## config.mk

```make
export PLATFORM = sky130hd
export DESIGN_NAME = block_gen
export DESIGN_NICKNAME = d
export VERILOG_FILES = /design/src/rtl/block_gen.sv
export SDC_FILE = /design/constraint.sdc
export NUM_CORES = 1
export LEC_CHECK = 0
export BUFFER_PORTS_ARGS = -buffer_cell sky130_fd_sc_hd__buf_2
export CAP_MARGIN = 20
export CELL_PAD_IN_SITES_DETAIL_PLACEMENT = 0
export CELL_PAD_IN_SITES_GLOBAL_PLACEMENT = 1
export CORE_MARGIN = 2
export CORE_UTILIZATION = 41
export DETAILED_ROUTE_END_ITERATION = 10
export PLACE_DENSITY = 0.76
export SYNTH_ARGS = -nofsm -noshare
export SYNTH_HDL_FRONTEND = slang
export SYNTH_SLANG_ARGS = --single-unit
```

## constraint.sdc

```tcl
create_clock -name clk -period 1.52 [get_ports clk]
set_input_delay 0.304 -clock clk [delete_from_list [all_inputs] [get_ports clk]]
set_output_delay 0.304 -clock clk [all_outputs]
set_load 0.1 [all_outputs]
```

## src/rtl/block_gen.sv

```systemverilog
// Piece generator: an LFSR draws piece codes into an active slot and a one-deep preview,
// rejecting out-of-range codes and suppressing one immediate repeat of the active piece.
module block_gen #(
   parameter int unsigned NUM_BLOCKS = 5,
   parameter logic [15:0] SEED       = 16'hACE1
) (
   input  logic       clk,
   input  logic       rst_n,
   input  logic       enable,
   input  logic       req,
   output logic [2:0] block_num,
   output logic [2:0] next_num,
   output logic       valid,
   output logic       spawn
);

   typedef enum logic [1:0] {
      FILL0  = 2'd0,
      FILL1  = 2'd1,
      READY  = 2'd2,
      REFILL = 2'd3
   } state_t;

   // An all-zero seed would lock the LFSR, so it is promoted to 1.
   localparam logic [15:0] SEED_EFF = (SEED == 16'h0000) ? 16'h0001 : SEED;
   localparam logic [3:0]  LIMIT    = 4'(NUM_BLOCKS);

   state_t      state_r;
   logic [15:0] lfsr_r;
   logic        reroll_r;
   logic [2:0]  cand_s;
   logic        legal_s;

   function automatic logic lfsr_fb(input logic [15:0] v);
      return v[15] ^ v[13] ^ v[12] ^ v[10];
   endfunction

   // Candidate code and its legality, taken from the pre-update LFSR value.
   always_comb begin
      cand_s  = lfsr_r[2:0];
      legal_s = ({1'b0, cand_s} < LIMIT);
   end

   // Free-running LFSR, frozen while disabled.
   always_ff @(posedge clk or negedge rst_n) begin
      if (!rst_n) begin
         lfsr_r <= SEED_EFF;
      end else if (enable) begin
         lfsr_r <= {lfsr_r[14:0], lfsr_fb(lfsr_r)};
      end else begin
         lfsr_r <= lfsr_r;
      end
   end

   // Fill / serve / refill state machine with registered outputs.
   always_ff @(posedge clk or negedge rst_n) begin
      if (!rst_n) begin
         state_r   <= FILL0;
         block_num <= 3'd0;
         next_num  <= 3'd0;
         valid     <= 1'b0;
         spawn     <= 1'b0;
         reroll_r  <= 1'b0;
      end else begin
         spawn <= 1'b0;
         if (enable) begin
            case (state_r)
               FILL0: begin
                  if (legal_s) begin
                     block_num <= cand_s;
                     state_r   <= FILL1;
                  end
               end
               FILL1: begin
                  if (legal_s) begin
                     next_num <= cand_s;
                     valid    <= 1'b1;
                     state_r  <= READY;
                  end
               end
               READY: begin
                  if (req) begin
                     block_num <= next_num;
                     valid     <= 1'b0;
                     spawn     <= 1'b1;
                     reroll_r  <= 1'b0;
                     state_r   <= REFILL;
                  end
               end
               REFILL: begin
                  // A repeat of the active piece is thrown away once, then allowed.
                  if (legal_s) begin
                     if ((cand_s == block_num) && !reroll_r) begin
                        reroll_r <= 1'b1;
                     end else begin
                        next_num <= cand_s;
                        valid    <= 1'b1;
                        state_r  <= READY;
                     end
                  end
               end
               default: begin
                  state_r <= FILL0;
                  valid   <= 1'b0;
               end
            endcase
         end
      end
   end

endmodule

```

== Word level (Yosys, flattened, before mapping) ==
Cells that the tools add are included.
Word-level totals
  bits in registers: 27
  bits in latches: 0
  RAM bits: 0
  ROM bits: 0
  input bits: 4
  output and inout bits: 8
  word-level logic and storage cells: 56
  memories kept: 0
Cells by class
  $add $sub $neg: 0
  $mul: 0
  divide/modulo/power cells: 0
  magnitude comparators: 1
  equal/unequal tests: 10
  shift operators: 0
  multiplexer cells: 23
  bitwise operators: 3
  reduce and logical (&&, ||, !) cells: 12
Operator list (number)
  2-to-1 mux 3 bit: 4
  inequality test 2 bit, second input constant: 6
  case mux 3 bit (2 select lines): 2
  AND reduction 6 bit: 2
  2-to-1 mux 2 bit: 5
  AND reduction 5 bit: 2
  2-to-1 mux 1 bit: 9
  case mux 2 bit (4 select lines): 1
  nonzero test 2 bit: 3
  == test 2 bit, second input constant: 2
  AND reduction 4 bit: 1
  == test 3 bit: 1
  < comparator 3 bit, second input constant: 1
  case mux 1 bit (3 select lines): 1
  nonzero test 3 bit: 1
  XOR 1 bit: 3
  == test 2 x 1 -> 1 bit, second input constant: 1
  zero test 2 bit: 1
  case mux 1 bit (2 select lines): 1
  logical AND 1 bit: 1
  zero test 1 bit: 1

== Longest topological paths before layout ==
  depth in word-level cells: 5
  depth in mapped cells: 6
  gate-level depth less buffers: 4

== Least setup slack after synthesis ==
Ideal clock, no wire load.
  path type: reg2reg
  from: reg block_num[2]
  to: reg next_num[0]
  setup time: 0.126 ns
  arrival: 1.938 ns
  data required time: 1.394 ns
  setup slack: -0.543 ns
  cell stages (with the launch flop): 6
  cells stage by stage: dfrtp_1 -> xor2_1 -> nor4_2 -> or2_1 -> buf_6 -> mux2_4
On the way
  word-level cells in the longest chain between the ends: 4
RTL lines
  start: declaration: RTL line 11  | output logic [2:0] block_num,
  start signal: assignment: RTL line 70  | block_num <= cand_s;
  start signal: assignment: RTL line 83  | block_num <= next_num;
  == test 3 bit: RTL line 93  | if ((cand_s == block_num) && !reroll_r) begin
  logical AND 1 bit: RTL line 93
  inequality test 2 bit (no source line)
  AND reduction 5 bit (no source line)
  end signal: assignment: RTL line 76  | next_num <= cand_s;
  end signal: assignment: RTL line 96  | next_num <= cand_s;
  end: declaration: RTL line 12  | output logic [2:0] next_num,
Every way passes these cells.
A chain may end at the register's enable or synchronous reset.

== Worst setup path after layout ==
  from: reg block_num[0]
  to: reg next_num[1]
Same word-level chain as after synthesis.

==> impl_metrics.toml <==
[placement]
dp_slack_ns = -0.0556
placedCellCount = 134
gp_congestion = 0.694
dp_hpwl_um = 1300
io_buffers = 11

[clock_network]
cts-root-buf = "clkbuf_4"
clock_latency_ns = 0.31
cts_tree = "yes"
cts_sinks = 27
cts_max_level = 1
clockBufferDepth = 2
clkTransAtPathRegs_ns = 0.14
cts_buffers = 3

[global_routing]
grtUsageTotal_pct = 13.1
grt_max_degree = 28
use_met1_pct = 15.2
grt.overflow.total = 0
grt_antenna_before_repair = 0
use_met2_pct = 22.5
grt_pass1_vias = 733
grt_pass1_wl_um = 3240
top_usage_layer = "met2"
met3_usage_pct = 4.31

[timing]
skew_ns = 0.00471
rsz0062_at_grt = "true"
hold_viol_final = 0
min_period_ns = 1.56
fmax_ghz = 0.640
setup_viol = 3
slew_violations = 0
maxSlewHeadroom_pct = 61.8
worst_slack_ns = -0.0429
finalCritPeriodShare_pct = 103
tightest_slew_ns = 0.573

[setup_path]
cp_max_fo = 4
path_class = "flip-flop to flip-flop"
critPathCaptureType = "flip-flop"
worstPathRequired_ns = 1.73
arrival_ns = 1.77
start_kind = "flip-flop"

[synthesis]
syn_nets = 90
ys_seq_area_share_pct = 59.1
synth_top_family_by_area = "multiplexers"
ys_ff_latch = 27
synthCells = 86
synth_edf_count = 0
yosys.area_share.simple_pct = 7.65
syn_avg_cell_area_um2 = 13.5
synthMuxAreaShare_pct = 21.0
yosysWarnings = 0
ys_types = 24
synthArstFlopShare_pct = 100
synth-compound-area-share_pct = 5.17
synth-xor-area-share_pct = 4.53
synth_fa_ha_area_share_pct = 0
syn_area_um2 = 1160
synth_ff_type = "dfrtp_1"

[route]
routedWlPerCell_um = 12.9
vias_per_cell = 4.93
vias = 690
drc = 0
wl_um = 1800
ant_nets = 0
drt-initial-drc-count = 14
dr.pass1.iters = 3

[floorplanning]
start_util_pct = 42.5
ios = 12
die_height_um = 57.2
die_area_um2 = 3270
dieWidth_um = 57.2
fp.coreArea_um2 = 2730
rows = 19

[finish]
num_antenna_cells = 0
final_common_cell = "dfrtp_1"
area_delta_synth_final_pct = 17.7
fin_nets = 114
layout_common_cells = "dfrtp_1, mux2_2, buf_4, buf_2, dfstp_2"
fin_cells = 140
layout-drive-gt1-share_pct = 51.4
fill_cells = 232

[job]
max_cap_viol_count = 0

[run_status]
status = "complete, but fails checks"
violations = "negative setup slack"

[hold_path]
holdCritPathClass = "input port to flip-flop"
path summary, 6_finish.rpt:
check	endpoint	startpoint	cells past startpoint	slack, ns
min	reroll_r	enable	3	0.27
max in group asynchronous	block_num[0]	rst_n	2	0.59
min reg2reg	valid	valid	2	0.48
max reg2reg	next_num[1]	block_num[0]	4	-0.04
min in group asynchronous	state_r[1]	rst_n	2	0.50
max	next_num[1]	block_num[0]	4	-0.04
what timing repair did:
action	in CTS	in global routing
gates resized for setup	1	3
pin swaps	0	0
gates cloned	0	0
hold buffers	1	0
setup endpoints to repair	3	7
buffers inserted	1	0
hold endpoints to repair	19	0
synthesized netlist by cell type, drive strengths merged (2+ instances only):
cell	number	area share, %
nand2b	2	1.1
mux2i	3	2.6
dfrtp	19	41
nand3	2	0.86
nand2	7	2.3
dfstp	8	18
xor2	3	2.3
xnor2	3	2.3
o21ai	5	2.2
a21oi	2	0.86
mux2	18	18
nor2	2	0.65
buf	4	2.3
kinds of logic (layout without fill, tap and decap cells):
kind of cell    Yosys count  in the layout
flops                    27             27
mux                      21             21
simple gates             17             17
compound gates           10             10
xor+xnor                  6              6
buf+inv                   5             28
layer usage:
metal  wire length [um]  part of all wire (%)
met5                  0                     0
met4                 17                  0.94
met3                 50                   2.8
met2                917                    51
met1                816                    45
registers in the layout, summed over array words and instances (netlist names):
register	count
block_num	3
next_num	3
reroll_r	1
valid	1
lfsr_r	16
spawn	1
state_r	2
worst max-delay path: stages (launching register included):
cell	delay, ns
dfrtp_4	0.51
xor2_1	0.16
nor4_2	0.30
or2_4	0.21
mux2_4	0.29
layout make-up:
| cell class | instances | area [um^2] | area share (%) |
|---|---|---|---|
| Sequential cell | 27 | 694 | 50.8 |
| Multi-Input combinational cell | 54 | 448 | 32.8 |
| Timing Repair Buffer | 23 | 155 | 11.4 |
| Tap cell | 31 | 38.8 | 2.84 |
| Clock buffer | 4 | 26.3 | 1.92 |
| Inverter | 1 | 3.75 | 0.275 |
through the flow:
stage          setup TNS, ns  instance area [um^2]  hold slack, ns  utilization (%)
2_1_floorplan         -0.628                  1170         0.00841                -
3_5_place_dp          -0.164                  1310           0.340             48.0
3_3_place_gp         -0.0912                  1310           0.328             48.0
4_1_cts              -0.0364                  1360           0.255             49.7
6_report              -0.115                  1370           0.270             50.0
5_1_grt               -0.244                  1370           0.269             50.0
Power is not shown: default switching activity piles up to over one toggle a cycle in this logic, so the estimate is an artifact.
